[src/rtl/multi_cycle_control_if.sv]
// rtl/multi_cycle_control_if.sv - control/status bundle between the multi-cycle controller and its datapath.
// Optional MC_ILLEGAL_TRAP_EN adds the illegal_inst flag.
interface multi_cycle_control_if;
  logic [6:0] opcode;
  logic       bcond;
  logic       ecall_halt;
  logic       mem_ready;
  logic       mem_read;
  logic       mem_write;
  logic       i_or_d;
  logic       ir_write;
  logic       alu_src_a;
  logic [1:0] alu_src_b;
  logic [1:0] alu_op;
  logic       reg_write;
  logic       mem_to_reg;
  logic       pc_to_reg;
  logic       pc_write;
  logic [1:0] pc_src;
  logic       is_ecall;
  logic       is_halted;
  logic       inst_retired;
`ifdef MC_ILLEGAL_TRAP_EN
  logic       illegal_inst;
`endif

  modport master (
    input  opcode, bcond, ecall_halt, mem_ready,
    output mem_read, mem_write, i_or_d, ir_write, alu_src_a, alu_src_b, alu_op,
           reg_write, mem_to_reg, pc_to_reg, pc_write, pc_src,
           is_ecall, is_halted, inst_retired
`ifdef MC_ILLEGAL_TRAP_EN
    , illegal_inst
`endif
  );

  modport slave (
    output opcode, bcond, ecall_halt, mem_ready,
    input  mem_read, mem_write, i_or_d, ir_write, alu_src_a, alu_src_b, alu_op,
           reg_write, mem_to_reg, pc_to_reg, pc_write, pc_src,
           is_ecall, is_halted, inst_retired
`ifdef MC_ILLEGAL_TRAP_EN
    , illegal_inst
`endif
  );
endinterface

[src/rtl/multi_cycle_control.sv]
// rtl/multi_cycle_control.sv - multi-cycle RV32 control FSM (IF/ID/EX/MEM/WB/HALT).
// Define MC_ILLEGAL_TRAP_EN to halt on unrecognized opcodes instead of treating them as NOPs.
module multi_cycle_control (
  input logic                   clk,
  input logic                   reset_n,
  multi_cycle_control_if.master bus
);

  typedef enum logic [2:0] {
    S_IF   = 3'd0,
    S_ID   = 3'd1,
    S_EX   = 3'd2,
    S_MEM  = 3'd3,
    S_WB   = 3'd4,
    S_HALT = 3'd5
  } state_t;

  localparam logic [6:0] OP_ARITH     = 7'b0110011;
  localparam logic [6:0] OP_ARITH_IMM = 7'b0010011;
  localparam logic [6:0] OP_LOAD      = 7'b0000011;
  localparam logic [6:0] OP_STORE     = 7'b0100011;
  localparam logic [6:0] OP_BRANCH    = 7'b1100011;
  localparam logic [6:0] OP_JAL       = 7'b1101111;
  localparam logic [6:0] OP_JALR      = 7'b1100111;
  localparam logic [6:0] OP_SYSTEM    = 7'b1110011;

  state_t     state;
  logic [6:0] op_q;
  logic [6:0] cur_op;

  logic is_arith, is_arith_imm, is_load, is_store, is_branch, is_jal, is_jalr, is_sys;
  logic known_op;

  // ID decodes the live instruction-register opcode; later states use the latched copy.
  assign cur_op       = (state == S_ID) ? bus.opcode : op_q;
  assign is_arith     = (cur_op == OP_ARITH);
  assign is_arith_imm = (cur_op == OP_ARITH_IMM);
  assign is_load      = (cur_op == OP_LOAD);
  assign is_store     = (cur_op == OP_STORE);
  assign is_branch    = (cur_op == OP_BRANCH);
  assign is_jal       = (cur_op == OP_JAL);
  assign is_jalr      = (cur_op == OP_JALR);
  assign is_sys       = (cur_op == OP_SYSTEM);
  assign known_op     = is_arith | is_arith_imm | is_load | is_store | is_branch |
                        is_jal | is_jalr | is_sys;

  always_ff @(posedge clk or negedge reset_n) begin
    if (!reset_n) begin
      state <= S_IF;
      op_q  <= '0;
    end else begin
      case (state)
        S_IF: begin
          if (bus.mem_ready) state <= S_ID;
        end
        S_ID: begin
          op_q <= bus.opcode;
          if (is_sys) begin
            state <= bus.ecall_halt ? S_HALT : S_IF;
          end else if (known_op) begin
            state <= S_EX;
          end else begin
`ifdef MC_ILLEGAL_TRAP_EN
            state <= S_HALT;
`else
            state <= S_IF;
`endif
          end
        end
        S_EX: begin
          if (is_load || is_store) state <= S_MEM;
          else if (is_branch)      state <= S_IF;
          else                     state <= S_WB;
        end
        S_MEM: begin
          if (bus.mem_ready) state <= is_load ? S_WB : S_IF;
        end
        S_WB:    state <= S_IF;
        S_HALT:  state <= S_HALT;
        default: state <= S_IF;
      endcase
    end
  end

  logic       mem_read, mem_write, i_or_d, ir_write, alu_src_a;
  logic [1:0] alu_src_b, alu_op, pc_src;
  logic       reg_write, mem_to_reg, pc_to_reg, pc_write;
  logic       is_ecall, is_halted, illegal;

  always_comb begin
    mem_read   = 1'b0;
    mem_write  = 1'b0;
    i_or_d     = 1'b0;
    ir_write   = 1'b0;
    alu_src_a  = 1'b0;
    alu_src_b  = 2'b00;
    alu_op     = 2'b00;
    reg_write  = 1'b0;
    mem_to_reg = 1'b0;
    pc_to_reg  = 1'b0;
    pc_write   = 1'b0;
    pc_src     = 2'b00;
    is_ecall   = 1'b0;
    is_halted  = 1'b0;
    illegal    = 1'b0;
    case (state)
      S_IF: begin
        mem_read = 1'b1;
        ir_write = bus.mem_ready;
      end
      S_ID: begin
        if (is_sys) begin
          is_ecall = 1'b1;
          pc_write = ~bus.ecall_halt;
        end else if (!known_op) begin
`ifdef MC_ILLEGAL_TRAP_EN
          illegal  = 1'b1;
`else
          pc_write = 1'b1;
`endif
        end
      end
      S_EX: begin
        if (is_arith || is_arith_imm) begin
          alu_src_a = 1'b1;
          alu_src_b = is_arith_imm ? 2'b10 : 2'b00;
          alu_op    = 2'b10;
        end else if (is_load || is_store) begin
          alu_src_a = 1'b1;
          alu_src_b = 2'b10;
        end else if (is_branch) begin
          alu_src_a = 1'b1;
          alu_op    = 2'b01;
          pc_write  = 1'b1;
          pc_src    = bus.bcond ? 2'b01 : 2'b00;
        end else begin
          // Jumps: form PC+4 for the link value.
          alu_src_b = 2'b01;
        end
      end
      S_MEM: begin
        i_or_d    = 1'b1;
        mem_read  = is_load;
        mem_write = ~is_load;
        pc_write  = ~is_load & bus.mem_ready;
      end
      S_WB: begin
        reg_write = 1'b1;
        pc_write  = 1'b1;
        if (is_load) begin
          mem_to_reg = 1'b1;
        end else if (is_jal || is_jalr) begin
          pc_to_reg = 1'b1;
          pc_src    = is_jal ? 2'b01 : 2'b10;
        end
      end
      S_HALT: is_halted = 1'b1;
      default: ;
    endcase
  end

  // Reset must silence every output immediately, even though IF would otherwise drive mem_read.
  assign bus.mem_read     = reset_n & mem_read;
  assign bus.mem_write    = reset_n & mem_write;
  assign bus.i_or_d       = reset_n & i_or_d;
  assign bus.ir_write     = reset_n & ir_write;
  assign bus.alu_src_a    = reset_n & alu_src_a;
  assign bus.alu_src_b    = {2{reset_n}} & alu_src_b;
  assign bus.alu_op       = {2{reset_n}} & alu_op;
  assign bus.reg_write    = reset_n & reg_write;
  assign bus.mem_to_reg   = reset_n & mem_to_reg;
  assign bus.pc_to_reg    = reset_n & pc_to_reg;
  assign bus.pc_write     = reset_n & pc_write;
  assign bus.pc_src       = {2{reset_n}} & pc_src;
  assign bus.is_ecall     = reset_n & is_ecall;
  assign bus.is_halted    = reset_n & is_halted;
  assign bus.inst_retired = reset_n & pc_write;
`ifdef MC_ILLEGAL_TRAP_EN
  assign bus.illegal_inst = reset_n & illegal;
`else
  logic unused_illegal;
  assign unused_illegal = illegal;
`endif

endmodule

[src/flat_wrapper.sv]
// flat-port wrapper written by rule: the top's interface ports become plain ports
module multi_cycle_control_flat 
  (clk, reset_n, bus_opcode, bus_bcond, bus_ecall_halt, bus_mem_ready, bus_mem_read, bus_mem_write, bus_i_or_d, bus_ir_write, bus_alu_src_a, bus_alu_src_b, bus_alu_op, bus_reg_write, bus_mem_to_reg, bus_pc_to_reg, bus_pc_write, bus_pc_src, bus_is_ecall, bus_is_halted, bus_inst_retired);
  multi_cycle_control_if bus_i ();
  input logic clk;
  input logic reset_n;
  input wire logic [$bits(bus_i.opcode)-1:0] bus_opcode;
  input wire logic [$bits(bus_i.bcond)-1:0] bus_bcond;
  input wire logic [$bits(bus_i.ecall_halt)-1:0] bus_ecall_halt;
  input wire logic [$bits(bus_i.mem_ready)-1:0] bus_mem_ready;
  output wire logic [$bits(bus_i.mem_read)-1:0] bus_mem_read;
  output wire logic [$bits(bus_i.mem_write)-1:0] bus_mem_write;
  output wire logic [$bits(bus_i.i_or_d)-1:0] bus_i_or_d;
  output wire logic [$bits(bus_i.ir_write)-1:0] bus_ir_write;
  output wire logic [$bits(bus_i.alu_src_a)-1:0] bus_alu_src_a;
  output wire logic [$bits(bus_i.alu_src_b)-1:0] bus_alu_src_b;
  output wire logic [$bits(bus_i.alu_op)-1:0] bus_alu_op;
  output wire logic [$bits(bus_i.reg_write)-1:0] bus_reg_write;
  output wire logic [$bits(bus_i.mem_to_reg)-1:0] bus_mem_to_reg;
  output wire logic [$bits(bus_i.pc_to_reg)-1:0] bus_pc_to_reg;
  output wire logic [$bits(bus_i.pc_write)-1:0] bus_pc_write;
  output wire logic [$bits(bus_i.pc_src)-1:0] bus_pc_src;
  output wire logic [$bits(bus_i.is_ecall)-1:0] bus_is_ecall;
  output wire logic [$bits(bus_i.is_halted)-1:0] bus_is_halted;
  output wire logic [$bits(bus_i.inst_retired)-1:0] bus_inst_retired;
  assign bus_i.opcode = bus_opcode;
  assign bus_i.bcond = bus_bcond;
  assign bus_i.ecall_halt = bus_ecall_halt;
  assign bus_i.mem_ready = bus_mem_ready;
  assign bus_mem_read = bus_i.mem_read;
  assign bus_mem_write = bus_i.mem_write;
  assign bus_i_or_d = bus_i.i_or_d;
  assign bus_ir_write = bus_i.ir_write;
  assign bus_alu_src_a = bus_i.alu_src_a;
  assign bus_alu_src_b = bus_i.alu_src_b;
  assign bus_alu_op = bus_i.alu_op;
  assign bus_reg_write = bus_i.reg_write;
  assign bus_mem_to_reg = bus_i.mem_to_reg;
  assign bus_pc_to_reg = bus_i.pc_to_reg;
  assign bus_pc_write = bus_i.pc_write;
  assign bus_pc_src = bus_i.pc_src;
  assign bus_is_ecall = bus_i.is_ecall;
  assign bus_is_halted = bus_i.is_halted;
  assign bus_inst_retired = bus_i.inst_retired;
  multi_cycle_control u_core (.clk(clk), .reset_n(reset_n), .bus(bus_i));
endmodule
[config.mk]
export PLATFORM = sky130hd
export DESIGN_NAME = multi_cycle_control_flat
export DESIGN_NICKNAME = d
export VERILOG_FILES = /design/src/rtl/multi_cycle_control_if.sv /design/src/rtl/multi_cycle_control.sv /design/src/flat_wrapper.sv
export SDC_FILE = /design/constraint.sdc
export NUM_CORES = 1
export LEC_CHECK = 0
export CORE_MARGIN = 2
export CORE_UTILIZATION = 40
export CTS_CLUSTER_DIAMETER = 50
export CTS_CLUSTER_SIZE = 14
export DETAILED_ROUTE_END_ITERATION = 12
export PLACE_DENSITY = 0.84
export SETUP_SLACK_MARGIN = 0.5
export SKIP_CTS_REPAIR_TIMING = 1
export SYNTH_ARGS = -nofsm -noshare
export SYNTH_HDL_FRONTEND = slang
export SYNTH_SLANG_ARGS = --single-unit
[constraint.sdc]
create_clock -name clk -period 5.11 [get_ports clk]
set_input_delay 1.022 -clock clk [delete_from_list [all_inputs] [get_ports clk]]
set_output_delay 1.022 -clock clk [all_outputs]
set_load 0.05 [all_outputs]
==> summary.txt <==
Synth
  – Top cell type's share of synthesized area: 0.2994
  – Register area share after synthesis: 0.2994
  – EDFF count, synth: 0
  – Most used standard cell by instance count after synthesis: sky130_fd_sc_hd__nand2_1
  – FFs w/ async S/R, synth: 1.000
  – Count of unique library cells instantiated by Yosys: 37
  – Synthesized netlist net count: 123
  – Share of synthesized area spent on multiplexers: 0
  – Area contributors post-synth: sky130_fd_sc_hd__dfrtp_1, sky130_fd_sc_hd__nand2_1, sky130_fd_sc_hd__nor3_1
  – Yosys warnings: 0
  – Arithmetic-cell share of the synthesized area counting full adders, half adders and majority gates: 0
  – Cell type with the largest total area after synthesis: sky130_fd_sc_hd__dfrtp_1
  – Area of the mapped netlist: 835.8 µm²
  – Xor and xnor area share after synthesis: 0.01048
  – Number of synthesized register bits: 10
  – Largest family of logic cells by synthesized area: simple AND/OR/NAND/NOR gates
  – Area fraction in compound gates after synthesis: 0.1916
  – Instance count of the mapped netlist: 111
  – Ys flop type: sky130_fd_sc_hd__dfrtp_1
  – Post-Synth Simple-Gate Area: 0.4446
  – Avg Synthesized Cell Area: ~7.5 µm²
  – Leading cell types by count after synthesis: sky130_fd_sc_hd__nand2_1, sky130_fd_sc_hd__dfrtp_1, sky130_fd_sc_hd__nor3_1

STA
  – Post-Route Setup TNS: 0 ns
  – Maximum operating frequency: 224.3 MHz
  – Final hold slack: around 0.52 ns
  – Transition at the pin with the smallest max-transition slack: 0.6364 ns
  – Hold violation total from the final report: 0
  – Relative max-transition margin: 0.5739
  – Unrepaired setup endpoints after global routing: no
  – Final worst-path cycle share: 0.8725
  – Count of final setup violators: 0
  – Min Tclk post-route: 4.458 ns
  – Count of pins over their slew limit: 0
  – Final Worst Setup Slack: 0.6516 ns
  – Worst-case clock skew: ~0.0030 ns

Final layout
  – Footprint of the multi-input gates: 545.5 µm²
  – Final Non-Filler Cells: 166
  – Proportion of layout cells with a drive suffix above 1: 0.07194
  – Number of diodes: 0
  – Growth of design area from synthesis to finish: 41.02%
  – Number of filler cells placed in the layout: 200
  – Layout Nets: 152
  – Area taken by flip-flops and latches: 250.2 µm²

Placement
  – Placed cell count: 162
  – Setup slack after placement: 0.6722 ns
  – Routability-driven placement congestion ratio: between 0.9 and 1
  – PortBufs: 29
  – Detailed placer's ending HPWL: 1798 µm

Clock network
  – Number of H-tree levels: 1
  – Worst skew pair latency: 0.27 ns
  – Deepest clock path buffer count: 2
  – Num CTS Buffers: 3
  – Sinks on the clock net: 10
  – CTS Root Cell: sky130_fd_sc_hd__clkbuf_4
  – Clock-pin slew on the worst setup and hold paths: 0.07 ns
  – Clock tree from TritonCTS: done

Power
  – Leakage power: 0.4756 nW
  – Switching share of power: 0.5101
  – Sequential Power Share: 0.324
  – Clock network fraction of design power: 0.134
  – Total power divided by cell area: 468.8 nW/µm²
  – Logic pwr share: 0.542
  – Highest ir drop seen on vdd: 0.0003564 V
  – Net switching power: 0.0002819 W
  – Pint: 0.0002707 W

GRT
  – First-pass GRT wire length: approximately 4000 µm
  – Maximum number of pins on one net before global-route repair: 16
  – Busiest metal layer after global routing: met2
  – Met3 GRT Util: 0.03939
  – Vias in the first global route: 836
  – Aggregate global routing overflow: 0
  – Antenna violations before repair: 0
  – Global routing met2 resource utilization: 0.3422
  – Global-route track usage on met1: 0.2691
  – Total global-route track usage: 0.2106

Setup path
  – CP Launch Type: primary input
  – Critical path data required time: approximately 4.1 ns
  – Cell class contributing the biggest share of worst-path delay: buffers and inverters
  – Max stage delay on crit path: about 0.80 ns
  – Most frequent CP cell: sky130_fd_sc_hd__clkdlybuf4s50_1
  – Critical path buffer and inverter count: 2
  – CP max FO: 6
  – Nature of the critical path endpoint: primary output
  – Worst-path cell with the longest stage delay: sky130_fd_sc_hd__clkdlybuf4s50_1
  – Crit path cell chain: clkdlybuf4s50_1, nand4bb_1, or3_4, a21oi_2, a32o_1, clkdlybuf4s50_1
  – Arr. time, crit path: 3.44 ns
  – Setup Crit Path Kind: primary input to primary output

Routing
  – Post-route ant nets: 0
  – Per-cell via count in the routed design: around 5.6
  – Routed length per instance: 14.14 µm
  – Total routed wirelength: about 2300 µm
  – Count of TritonRoute iterations in the first routing pass: 4
  – Final routed DRC violation total: 0
  – Number of vias after detailed routing: a little over 900
  – Iter 0 DRT Violations: 27

Floorplan
  – Die Span X: 49.71 µm
  – Top-level I/O count: 30
  – Initial standard-cell utilization of the core: 0.4260
  – Die boundary height: about 50 µm
  – Core ar.: 1962 µm²
  – Die area: 2471 µm²
  – Std cell rows: 16

Run
  – Total of max-cap violations: 0

Worst hold path
  – Tightest Hold Check Type: flip-flop to flip-flop

Status
  – Result of the run: complete, no violations
==> final timing paths <==
kind	startpoint	endpoint	slack, ns	cells past startpoint
setup / recovery	bus_opcode[2]	bus_pc_src[0]	0.65	6
hold reg to reg	u_core.op_q[1]$_DFF_PN0_	u_core.op_q[1]$_DFF_PN0_	0.52	2
min in group asynchronous	reset_n	u_core.op_q[5]$_DFF_PN0_	0.97	1
setup reg to reg	u_core.state[1]$_DFFE_PN0P_	u_core.state[2]$_DFFE_PN0P_	3.08	4
hold / removal	u_core.op_q[1]$_DFF_PN0_	u_core.op_q[1]$_DFF_PN0_	0.52	2
max in group asynchronous	reset_n	u_core.op_q[1]$_DFF_PN0_	3.75	2
==> area by class of cell <==
type,count,area share
timing repair buffer,30,0.2527
sequential,10,0.2123
clock buffer,4,0.03079
tap,27,0.02866
multi-input combinational,91,0.4628
inverter,4,0.01274
==> logic make-up after synthesis <==
group / after synthesis
buffers and inverters: 10
and+or+nand+nor: 67
xor gates and xnor gates: 1
DFF: 10
AOI/OAI and AO/OA: 23
==> stage by stage <==
stage                       util  area, µm²  total power, W
after floorplan                -      840.8       0.0003958
after global placement    0.5823       1142       0.0004663
after detailed placement  0.5823       1142       0.0004788
after CTS                 0.6008       1179       0.0005544
after global routing      0.6008       1179       0.0005935
final                     0.6008       1179       0.0005526
==> power by group through the flow <==
stage	combinational (W)	clock (W)	sequential [W]
4_1_cts	0.000301	0.0000761	0.000177
5_1_grt	0.000328	0.0000786	0.000187
6_report	0.000300	0.0000738	0.000179
3_5_place_dp	0.000300	0	0.000179
2_1_floorplan	0.000253	0	0.000143
3_3_place_gp	0.000292	0	0.000174
==> worst min-delay path, cell delays in order (launching register included) <==
cell	delay (ns)
sky130_fd_sc_hd__dfrtp_1	0.37
sky130_fd_sc_hd__nand2_1	0.06
sky130_fd_sc_hd__nand2_1	0.06
==> layout by cell type (no fill, tap or decap), types with 2 or more instances in the layout <==
| master | Yosys | layout |
|---|---|---|
| sky130_fd_sc_hd__nand2b_1 | 2 | 2 |
| sky130_fd_sc_hd__o211ai_1 | 2 | 2 |
| sky130_fd_sc_hd__nand4bb_1 | 2 | 2 |
| sky130_fd_sc_hd__nor2b_1 | 6 | 6 |
| sky130_fd_sc_hd__inv_1 | 4 | 4 |
| sky130_fd_sc_hd__a21oi_1 | 4 | 4 |
| sky130_fd_sc_hd__nor2_1 | 7 | 7 |
| sky130_fd_sc_hd__o21ai_0 | 6 | 6 |
| sky130_fd_sc_hd__nand3b_1 | 2 | 2 |
| sky130_fd_sc_hd__dfrtp_1 | 10 | 10 |
| sky130_fd_sc_hd__clkdlybuf4s50_1 | 0 | 29 |
| sky130_fd_sc_hd__nand4_1 | 3 | 3 |
| sky130_fd_sc_hd__nor3_1 | 10 | 9 |
| sky130_fd_sc_hd__o221ai_1 | 2 | 2 |
| sky130_fd_sc_hd__nand2_1 | 23 | 23 |
| sky130_fd_sc_hd__and3_1 | 3 | 3 |
| sky130_fd_sc_hd__clkbuf_4 | 0 | 3 |
==> flip-flops by register name (all words and copies together) (netlist names) <==
| signal | flops |
|---|---|
| u_core.state | 3 |
| u_core.op_q | 7 |
==> layer usage <==
layer	up-vias	wire, µm
met4	0	23
met3	2	148
met2	35	1146
li1	458	-
met1	439	1030
met5	-	0
(Power assumes the default switching activity.)
